===== src/rtl/fb_pkg.sv =====
// Shared constants and state encoding for the frame-buffer write arbiter.
// Requester order: FILL, LINE, SYMBOL. Optional macro FB_ARB_ROUND_ROBIN_EN selects round robin.
package fb_pkg;
  localparam int REQ_COUNT = 3;
  localparam int FILL      = 0;
  localparam int LINE      = 1;
  localparam int SYMBOL    = 2;

  typedef enum logic {
    IDLE = 1'b0,
    OWN  = 1'b1
  } arb_state_e;
endpackage


===== src/rtl/rr_pick.sv =====
// Combinational winner selection, one-hot output.
// FB_ARB_ROUND_ROBIN_EN defined: first valid at/after ptr_i; otherwise lowest valid index.
module rr_pick #(
  parameter int N  = 3,
  parameter int PW = (N > 1) ? $clog2(N) : 1
) (
  input  logic [N-1:0]  valid_i,
  input  logic [PW-1:0] ptr_i,
  output logic [N-1:0]  grant_o
);

`ifdef FB_ARB_ROUND_ROBIN_EN
  always_comb begin
    logic [PW-1:0] idx;
    logic          found;
    grant_o = '0;
    found   = 1'b0;
    idx     = '0;
    for (int k = 0; k < N; k++) begin
      idx = PW'((int'(ptr_i) + k) % N);
      if (!found && valid_i[idx]) begin
        grant_o[idx] = 1'b1;
        found        = 1'b1;
      end
    end
  end
`else
  logic unused_ptr;
  assign unused_ptr = ^ptr_i;

  // Isolate the lowest set bit.
  assign grant_o = valid_i & (~valid_i + N'(1));
`endif

endmodule


===== src/rtl/fb_write_arbiter.sv =====
// Arbitrates several pixel drawers onto one frame-buffer write port with burst limiting.
// Optional macro FB_ARB_ROUND_ROBIN_EN: round-robin winner selection instead of fixed priority.
module fb_write_arbiter #(
  parameter int REQ_COUNT  = fb_pkg::REQ_COUNT,
  parameter int ADDR_WIDTH = 19,
  parameter int MAX_BURST  = 16
) (
  input  logic                            clk,
  input  logic                            rst_n,
  input  logic [REQ_COUNT-1:0]            req_valid,
  input  logic [REQ_COUNT*ADDR_WIDTH-1:0] req_addr,
  input  logic [REQ_COUNT-1:0]            req_data,
  output logic [REQ_COUNT-1:0]            req_ready,
  input  logic                            swap,
  output logic                            fb_write_enable,
  output logic [ADDR_WIDTH-1:0]           fb_write_addr,
  output logic                            fb_write_data,
  output logic                            busy
);
  import fb_pkg::*;

  localparam int PW = (REQ_COUNT > 1) ? $clog2(REQ_COUNT) : 1;
  localparam int BW = $clog2(MAX_BURST + 1);

  arb_state_e           state_q, state_d;
  logic [PW-1:0]        owner_q, owner_d;
  logic [BW-1:0]        burst_q, burst_d;
  logic [PW-1:0]        pick_ptr;
  logic [PW-1:0]        pick_idx;
  logic [REQ_COUNT-1:0] owner_oh, pick_oh, grant;
  logic                 others_valid, keep;

  logic                  fb_en_q, fb_en_d;
  logic [ADDR_WIDTH-1:0] fb_addr_q, fb_addr_d;
  logic                  fb_data_q, fb_data_d;

  always_comb begin
    owner_oh          = '0;
    owner_oh[owner_q] = 1'b1;
  end

  assign others_valid = |(req_valid & ~owner_oh);
  assign keep = (state_q == OWN) && req_valid[owner_q] &&
                ((burst_q < BW'(MAX_BURST)) || !others_valid);

`ifdef FB_ARB_ROUND_ROBIN_EN
  logic [PW-1:0] ptr_q, ptr_d, next_ptr;
  logic          release_own;

  assign release_own = (state_q == OWN) && !keep;
  assign next_ptr    = (owner_q == PW'(REQ_COUNT - 1)) ? '0 : owner_q + 1'b1;
  // On release the advanced pointer already steers this cycle's re-arbitration.
  assign pick_ptr    = release_own ? next_ptr : ptr_q;

  always_comb begin
    ptr_d = ptr_q;
    if (!swap && release_own) ptr_d = next_ptr;
  end

  always_ff @(posedge clk or negedge rst_n) begin
    if (!rst_n) ptr_q <= '0;
    else        ptr_q <= ptr_d;
  end
`else
  assign pick_ptr = '0;
`endif

  rr_pick #(
    .N  (REQ_COUNT),
    .PW (PW)
  ) u_pick (
    .valid_i (req_valid),
    .ptr_i   (pick_ptr),
    .grant_o (pick_oh)
  );

  always_comb begin
    pick_idx = '0;
    for (int i = 0; i < REQ_COUNT; i++)
      if (pick_oh[i]) pick_idx = PW'(i);
  end

  always_comb begin
    state_d = state_q;
    owner_d = owner_q;
    burst_d = burst_q;
    grant   = '0;
    if (!swap) begin
      if (keep) begin
        grant = owner_oh;
        if (burst_q != BW'(MAX_BURST)) burst_d = burst_q + 1'b1;
      end else if (|pick_oh) begin
        grant   = pick_oh;
        state_d = OWN;
        owner_d = pick_idx;
        burst_d = BW'(1);
      end else begin
        state_d = IDLE;
        burst_d = '0;
      end
    end
  end

  // Ready must read zero while reset is held, even though the FSM sits in IDLE.
  assign req_ready = rst_n ? grant : '0;

  always_comb begin
    fb_en_d   = |grant;
    fb_addr_d = '0;
    fb_data_d = 1'b0;
    for (int i = 0; i < REQ_COUNT; i++) begin
      if (grant[i]) begin
        fb_addr_d = fb_addr_d | req_addr[i*ADDR_WIDTH +: ADDR_WIDTH];
        fb_data_d = fb_data_d | req_data[i];
      end
    end
  end

  always_ff @(posedge clk or negedge rst_n) begin
    if (!rst_n) begin
      state_q   <= IDLE;
      owner_q   <= '0;
      burst_q   <= '0;
      fb_en_q   <= 1'b0;
      fb_addr_q <= '0;
      fb_data_q <= 1'b0;
    end else begin
      state_q   <= state_d;
      owner_q   <= owner_d;
      burst_q   <= burst_d;
      fb_en_q   <= fb_en_d;
      fb_addr_q <= fb_addr_d;
      fb_data_q <= fb_data_d;
    end
  end

  assign fb_write_enable = fb_en_q;
  assign fb_write_addr   = fb_addr_q;
  assign fb_write_data   = fb_data_q;
  assign busy            = (state_q == OWN) | fb_en_q;

endmodule

===== config.mk =====
export PLATFORM = sky130hd
export DESIGN_NAME = fb_write_arbiter
export DESIGN_NICKNAME = d
export VERILOG_FILES = /design/src/rtl/fb_pkg.sv /design/src/rtl/rr_pick.sv /design/src/rtl/fb_write_arbiter.sv
export SDC_FILE = /design/constraint.sdc
export NUM_CORES = 1
export LEC_CHECK = 0
export ABC_AREA = 1
export CORE_ASPECT_RATIO = 0.9
export CORE_MARGIN = 2
export CORE_UTILIZATION = 43
export CTS_BUF_LIST = sky130_fd_sc_hd__clkbuf_8
export DETAILED_ROUTE_END_ITERATION = 12
export PLACE_DENSITY = 0.88
export SLEW_MARGIN = 15
export SYNTH_ARGS = -nofsm -noshare
export SYNTH_HDL_FRONTEND = slang
export SYNTH_SLANG_ARGS = --single-unit
export TNS_END_PERCENT = 50

===== constraint.sdc =====
create_clock -name clk -period 2.2 [get_ports clk]
set_clock_uncertainty 0.05 [all_clocks]
set_input_delay 0.44 -clock clk [delete_from_list [all_inputs] [get_ports clk]]
set_output_delay 0.44 -clock clk [all_outputs]
set_load 0.01 [all_outputs]

---- After elaboration in Yosys (flattened, before gate mapping) ----
Index checks and enable logic that the tools add are counted.
word-level totals
  register bits after elaboration ......... 29
  output and inout port bits .............. 25
  word-level logic and storage cells ...... 55
cells by class
  bitwise operators ....................... 11
  reduce and logical (&&, ||, !) cells .... 11
  magnitude comparators ................... 3
  add/subtract/negate cells ............... 2
  mux-type cells .......................... 20
  eq/ne operators ......................... 2
operators with widths
  cell                                                                                  count
  19-bit 2-to-1 mux                                                                     3
  19-bit bitwise OR                                                                     2
  3-bit 2-to-1 mux                                                                      4
  5-bit 2-to-1 mux                                                                      2
  3-bit OR reduction                                                                    3
  1-bit 2-to-1 mux                                                                      8
  3-bit bitwise AND                                                                     2
  3-bit inverter                                                                        2
  5-bit by 1-bit adder with 5-bit output (second input constant)                        1
  5-bit less-than comparator (second input constant)                                    1
  5-bit != test (second input constant)                                                 1
  2-bit AND reduction                                                                   2
  3-bit by 1-bit adder with 3-bit output (second input constant)                        1
  1-bit logical AND                                                                     3
  2-bit by 3-bit less-than comparator with 1-bit output (second input constant)         1
  1-bit bitwise OR                                                                      3
  3-bit AND reduction                                                                   1
  1-bit binary-select mux with 2-bit select                                             1
  1-bit demux with 2-bit select                                                         1
  2-bit by 1-bit greater-or-equal comparator with 1-bit output (second input constant)  1
  2-bit 2-to-1 mux                                                                      1
  2-bit by 1-bit != test with 1-bit output (second input constant)                      1
  1-bit inverter                                                                        2
  1-bit logical NOT                                                                     1
  1-bit logical OR                                                                      1

---- Depth between registers and ports, before layout ----
Gate-level depths: netlist of run 1.
  word-level depth ........................ 17
  gate-level depth with buffers ........... 11
  gate-level depth less buffers ........... 10

---- Hierarchy ----
Synthesis of run 1 repeated with hierarchy kept, for this count alone.
unflattened totals
  cell total of the unflattened synthesis .. 209
  area, all modules ....................... 1,796.7 sq um
by module, submodules not included
  module            cells each  times used  seq. area each (sq um)  area each (sq um)
  fb_write_arbiter  203         1           725.7                   1,767.9
  rr_pick           6           1           0.0                     28.8

---- Worst setup path after synthesis of run 1 ----
OpenSTA, ideal clock, no wires.
  path type ............................... input port to output port
  start ................................... input swap
  end ..................................... output req_ready[2]
  setup slack ............................. 0.483 ns
  stages .................................. 5
  required time ........................... 1.710 ns
  arrival ................................. 1.227 ns
  cells stage by stage .................... inv_1 -> clkbuf_1 -> buf_2 -> nand2_1 -> nor2_1
on the way
  cells in the longest elaborated chain, start to end .. 2
ends and longest elaborated chain
  item              line                     source
  from (decl)       fb_write_arbiter.sv:14   input logic swap,
  3-bit 2-to-1 mux  fb_write_arbiter.sv:88   if (!swap) begin
  3-bit 2-to-1 mux  fb_write_arbiter.sv:105  assign req_ready = rst_n ? grant : '0;
  to (decl)         fb_write_arbiter.sv:13   output logic [REQ_COUNT-1:0] req_ready,
No other way between the ends.

---- Final worst setup path of run 1 ----
  start ................................... register owner_q[0]
  end ..................................... output req_ready[2]
on the way
  cells in the longest elaborated chain, start to end .. 13
ends and longest elaborated chain
  item                                                                                                                                                         line                     source
  from (decl)                                                                                                                                                  fb_write_arbiter.sv:26   logic [PW-1:0] owner_q, owner_d;
  from (signal assigned)                                                                                                                                       fb_write_arbiter.sv:129  owner_q <= owner_d;
  2-bit by 3-bit less-than comparator with 1-bit output (implied by the code) or 2-bit by 1-bit greater-or-equal comparator with 1-bit output (tied branches)  fb_write_arbiter.sv:39   owner_oh[owner_q] = 1'b1;
  1-bit logical AND (implied by the code)                                                                                                                      fb_write_arbiter.sv:39
  1-bit 2-to-1 mux (implied by the code)                                                                                                                       fb_write_arbiter.sv:39
  1-bit demux with 2-bit select                                                                                                                                fb_write_arbiter.sv:39
  3-bit inverter                                                                                                                                               fb_write_arbiter.sv:42   assign others_valid = |(req_valid & ~owner_oh);
  3-bit bitwise AND                                                                                                                                            fb_write_arbiter.sv:42
  3-bit OR reduction                                                                                                                                           fb_write_arbiter.sv:42
  1-bit logical NOT                                                                                                                                            fb_write_arbiter.sv:44   ((burst_q < BW'(MAX_BURST)) || !others_valid);
  1-bit logical OR                                                                                                                                             fb_write_arbiter.sv:44
  1-bit logical AND                                                                                                                                            fb_write_arbiter.sv:43   assign keep = (state_q == OWN) && req_valid[owner_q] &&
  3-bit 2-to-1 mux *                                                                                                                                           fb_write_arbiter.sv:89   if (keep) begin
  3-bit 2-to-1 mux *                                                                                                                                           fb_write_arbiter.sv:88
  3-bit 2-to-1 mux *                                                                                                                                           fb_write_arbiter.sv:105
Every way passes the cells marked *; elsewhere a longest branch is shown, timed or not. The select of a mux whose other input is x is not followed.

==> results of run 1 <==
[synthesized netlist by cell type]
master    number
a21oi_1        1
buf_2          7
buf_4          2
buf_6          4
clkbuf_1       2
dfrtp_1       29
ha_1           2
inv_1         13
inv_2          4
nand2_1       19
nand2_2        5
nand2_4        1
nand3_1       71
nand3_2        1
nand3b_1       1
nand4_1       21
nor2_1        11
nor3_1         1
nor3b_1        1
o21ai_0        5
o21ai_1        1
o22ai_1        1
or2_2          1
xor2_1         1
[registers in the layout, indices dropped and copies added, names as in the netlist]
name	flops
state_q	1
fb_write_addr	19
owner_q	2
fb_write_enable	1
fb_write_data	1
burst_q	5
[report_power, final]
part / switching, µW / total (µW) / internal [µW]
Clock: 196 / 560 / 364
Combinational: 374 / 765 / 392
Sequential: 44.1 / 671 / 627
Total: 614 / 2000 / 1380
[layout make-up]
cell class | count | area (µm²)
fillers | 288 | 911
clock buffers | 6 | 82.6
flip-flops and latches | 29 | 726
multi-input cells | 144 | 813
clock inverters | 2 | 33.8
inverters | 17 | 63.8
well taps | 46 | 57.6
repair buffers | 108 | 1020
[how the worst min path moves through the flow]
stage | startpoint | slack (ps) | to
final | state_q | 480 | state_q
after global placement | state_q | 460 | state_q
after floorplan | rst_n | 90 | burst_q[0]
after global routing | state_q | 520 | state_q
after CTS | state_q | 480 | state_q
after detailed placement | state_q | 470 | state_q
[critical path: cells and delay by family (launching register included)]
kind / cells / cell delay, ps
flops: 1 / 420
buf+inv: 2 / 260
simple gates: 8 / 700
[stage by stage]
stage                     setup slack (ps)  std cells  total power (µW)  area [µm²]
final                                 51.8        352              2000        2790
after global routing                 -43.4        352              2110        2790
after CTS                            -6.82        346              1950        2720
after detailed placement              -495        338              1380        2590
after global placement                -445        338              1370        2590
after floorplan                        483        205              1030        1650
[timing repair]
action	4_1_cts	5_1_grt
endpoints found under the hold margin	0	0
setup buffers	0	6
setup endpoints to repair	3	3
gates resized for setup	13	18
pin swaps	0	11
cloned	0	0
[per-layer routing]
| layer | global-route usage | wire length [µm] | up-vias |
|---|---|---|---|
| met4 | 0.0711 | 89 | 0 |
| met5 | 0 | 0 | - |
| met2 | 0.364 | 2440 | 89 |
| met1 | 0.294 | 2130 | 900 |
| met3 | 0.0581 | 362 | 11 |
| li1 | - | - | 913 |
[cell families (layout without fill, tap and decap cells)]
| logic type | after synthesis | after routing | share of synthesized area |
|---|---|---|---|
| AOI/OAI and AO/OA | 8 | 8 | 0.0251 |
| DFF | 29 | 29 | 0.441 |
| buffers and inverters | 32 | 133 | 0.101 |
| adders and majority gates | 2 | 2 | 0.0152 |
| and+or+nand+nor | 133 | 133 | 0.412 |
| xor gates and xnor gates | 1 | 1 | 0.00532 |
==> impl_metrics.tcl, run 1 <==
set metrics [dict create \
    ys_seq_elements 29 \
    ys_warn_count 0 \
    r2r_end "fb_write_addr[7]" \
    status "completed" \
    core_area_um2 3700 \
    slowest_delay_ps 420 \
    rsz0062_at_grt "yes" \
    hold_violations 0 \
    netlist.area_leader.share 0.441 \
    worst_path_most_repeated_cell "nand2_2" \
    synth_cell_type_count 24 \
    critPathLaunchType "register" \
    wl_mm 5.02 \
    synth_fp_nets 273 \
    worstSetupPathType "reg2out" \
    antenna_found_initial 0 \
    worstSetupEndpointType "primary output" \
    root_buffer "clkbuf_8" \
    cts.path.max_buffers 2 \
    gp_congestion 0.871 \
    die_x_um 69.2 \
    yosysTopAreaCell "dfrtp_1" \
    dr.pass1.iters 4 \
    synth.area.top_cells "dfrtp_1 (44%), nand3_1 (22%), nand4_1 (8.0%)" \
    timing.rr.start "owner_q[0]" \
    max_freq_mhz 466 \
    cp_slowest_cell "dfrtp_1" \
    syn_area_um2 1650 \
    ff2ff_path_depth 12 \
    irDropWorstVdd_mv 0.426 \
    vias 1913 \
    holdCritPathClass "reg2reg" \
    grt_max_degree 40 \
    drive_above_1_share 0.180 \
    insertedDiodeCount 0 \
    layout_commonest_cell "clkdlybuf4s50_1" \
    hpwl_mm 3.47 \
    reg2reg_setup_slack_ps 420 \
    drv_cap 0 \
    ios 91 \
    worst_slew_pin_slew_ps 383 \
    relSlewSlack 0.745 \
    grt_overflow 0 \
    core.rowCount 21 \
    wl_per_cell_um 14.3 \
    crit_start "owner_q[0]" \
    start_util 0.444 \
    cts_sinks 29 \
    min_path_cells 2 \
    htreeDepth 2 \
    cellLeakagePower_uw 0.00127 \
    slew_viol_final 0 \
    crit_chain "inv_2 -> nand2_2 -> nand2_2 -> nand3_4 -> nand2_4 -> nand3_1 -> nand2_2 -> nand2_1 -> nor2_1 -> buf_2" \
    final_nets 373 \
    fin_crit_ps 2150 \
    timing.hold.ws_ps 480 \
    postCtsHoldBufs 0 \
    arrival_ps 1660 \
    dieHeight_um 62.7 \
    grt_pass1_wl_mm 7.78 \
    syn_avg_cell_area_um2 8.03 \
    layout_common_cells "clkdlybuf4s50_1 (84), nand3_1 (66), dfrtp_1 (29)" \
    crit_end "req_ready[2]" \
    cts_inserted_buffers 5 \
    finalSetupViolations 0 \
    fin_crit_sh 0.976 \
    cts_tree "yes" \
    power_density_nw_per_um2 714 \
    die_area_um2 4340 \
    portBuffers 90 \
    synthCells 205 \
    drtIter0Drc 89 \
    vias_per_cell 5.43 \
    drc_errors 0 \
    grt_pass1_vias 1723 \
    utilization 0.754 \
    cp_max_fo 5 \
    seq_area_frac_synth 0.441 \
    cts.clk_slew.worst_paths_ps 60 \
    critPathRequiredTime_ps 1710 \
    clk_latency_ps 270 \
    ant_nets 0 \
    synthToLayoutAreaGrowth_pct 69.8 \
    setup_tns_ps 0 \
    grt_use_total 0.224 \
]
Note: power is estimated with default switching activity, not from simulation.
==> inputs of run 2 (changes only) <==
--- a/config.mk
+++ b/config.mk
@@ -7,11 +7,10 @@
 export LEC_CHECK = 0
 export ABC_AREA = 1
 export CORE_ASPECT_RATIO = 0.9
-export CORE_MARGIN = 2
-export CORE_UTILIZATION = 43
+export CORE_UTILIZATION = 36
 export CTS_BUF_LIST = sky130_fd_sc_hd__clkbuf_8
 export DETAILED_ROUTE_END_ITERATION = 12
-export PLACE_DENSITY = 0.88
+export PLACE_DENSITY = 0.79
 export SLEW_MARGIN = 15
 export SYNTH_ARGS = -nofsm -noshare
 export SYNTH_HDL_FRONTEND = slang
==> constraint.sdc (replaced) <==
create_clock -name clk -period 1.7 [get_ports clk]
set_clock_uncertainty 0.05 [all_clocks]
set_input_delay 0.34 -clock clk [delete_from_list [all_inputs] [get_ports clk]]
set_output_delay 0.34 -clock clk [all_outputs]
set_load 0.01 [all_outputs]
==> impl_metrics.tcl, run 2 (same netlist as run 1, synthesis figures left out) <==
set metrics [dict create \
    status "finished, violations left" \
    violations "negative setup slack" \
    vias 1839 \
    ant_nets 0 \
    vias_per_cell 5.04 \
    worst_slew_pin_slew_ps 386 \
    start_util 0.388 \
    hold_violations 0 \
    cts_sinks 29 \
    relSlewSlack 0.743 \
    portBuffers 90 \
    grt_pass1_wl_mm 7.60 \
    drc_errors 0 \
    place_inst 356 \
    cellLeakagePower_uw 0.00125 \
    hpwl_mm 3.41 \
    cts_inserted_buffers 5 \
    gp_congestion 0.925 \
    insertedDiodeCount 0 \
    rsz0062_at_grt "yes" \
    synthToLayoutAreaGrowth_pct 67.8 \
    slowest_delay_ps 410 \
    drtIter0Drc 71 \
    largest_reg_flops 19 \
    post_dp_cell_area_um2 2640 \
    wl_mm 4.96 \
    cts.clk_slew.worst_paths_ps 60 \
    cp_slowest_cell "dfrtp_1" \
    layout_setup_ws_ps -268 \
    stdcell_count 365 \
    layout_commonest_cell "clkdlybuf4s50_1" \
    worst_path_most_repeated_cell "nand2_2" \
    htreeDepth 2 \
    core_area_um2 4240 \
    clk_latency_ps 280 \
    dpl_worst_slack_ps -789 \
    layout_common_cells "clkdlybuf4s50_1 (83), nand3_1 (67), dfrtp_1 (29)" \
    worstSetupPathType "reg2out" \
    grt_overflow 0 \
    worstSetupEndpointType "primary output" \
    max_freq_mhz 508 \
    holdCritPathClass "in2async" \
    regArea_um2 726 \
    stdcell_area_um2 2760 \
    dieHeight_um 66.1 \
    fin_crit_ps 1970 \
    critPathLaunchType "register" \
    dr.pass1.iters 4 \
    fin_crit_sh 1.16 \
    ios 91 \
    finalSetupViolations 3 \
    slew_viol_final 0 \
    die_x_um 73.3 \
    drv_cap 0 \
    antenna_found_initial 0 \
    grt_max_degree 47 \
    critPathRequiredTime_ps 1310 \
    irDropWorstVdd_mv 0.623 \
    cts.path.max_buffers 2 \
    setup_tns_ps -796 \
    cp_max_fo 5 \
    power_density_nw_per_um2 861 \
    root_buffer "clkbuf_8" \
    die_area_um2 4850 \
    grt_pass1_vias 1656 \
    cts_tree "yes" \
    multi_input_area_um2 803 \
    core.rowCount 22 \
    grt_use_total 0.216 \
    wl_per_cell_um 13.6 \
    fill_cells 366 \
    arrival_ps 1580 \
    final_nets 372 \
    drive_above_1_share 0.170 \
    crit_chain "inv_2 -> nand2_2 -> nand2_2 -> nand3_2 -> nand2_4 -> nand3b_1 -> nand2_2 -> nand2_1 -> nor2_1 -> buf_2" \
    utilization 0.651 \
]
[run 2: cell count changes in the layout (fill, tap and decap cells not counted), sizes merged]
| cell | previous run | this run |
|---|---|---|
| clkdlybuf4s50 | 84 | 83 |
| inv | 18 | 20 |
| bufinv | 1 | 0 |
| clkbuf | 6 | 5 |
[run 2: cell type report]
type | instances | area share
Inverter | 17 | 0.0231
Tap cell | 60 | 0.0272
Clock buffer | 5 | 0.0249
Sequential cell | 29 | 0.263
Multi-Input combinational cell | 144 | 0.291
Clock inverter | 3 | 0.00408
Timing Repair Buffer | 107 | 0.367
[run 2: worst paths after layout]
| kind | cells after the start | end | start | slack (ps) |
|---|---|---|---|---|
| max in group asynchronous | 2 | owner_q[1] | rst_n | 850 |
| min | 2 | fb_write_enable | rst_n | 460 |
| min in group clk | 2 | burst_q[4] | burst_q[3] | 510 |
| max reg2reg | 11 | fb_write_addr[10] | owner_q[0] | 70 |
| min reg2reg | 2 | burst_q[4] | burst_q[3] | 510 |
| max | 10 | req_ready[1] | owner_q[0] | -270 |
[run 2: stage by stage]
step | power [µW] | hold slack, ps
after floorplan | 1330 | -5.59
after global placement | 1820 | 499
after detailed placement | 1830 | 510
after CTS | 2390 | 467
after global routing | 2550 | 523
final | 2380 | 463
[run 2: where the power goes]
group          total [µW]  switching [µW]  internal (µW)
registers             867            55.3            811
clock network         521             249            272
logic                 988             480            508
total                2380             785           1590
[run 2: worst max-delay path, delay by kind of cell, from the launching register on]
family        cells  cell delay [ps]
simple gates      8              640
buf+inv           2              250
flops             1              410
[run 2: repair_timing]
item / CTS / global route
endpoints found under the setup margin: 19 / 28
endpoints found under the hold margin: 0 / 0
resized for setup: 29 / 6
pin swaps: 6 / 6
buffers inserted: 3 / 0
gates cloned: 0 / 0
hold buffers: 0 / 0
[run 2: layer usage]
metal  up-vias  wire length (µm)  track usage
met5         -                 0            0
met4         0                67       0.0931
met2        87              2360        0.373
met1       834              2040        0.249
li1        914                 -            -
met3         4               495       0.0595
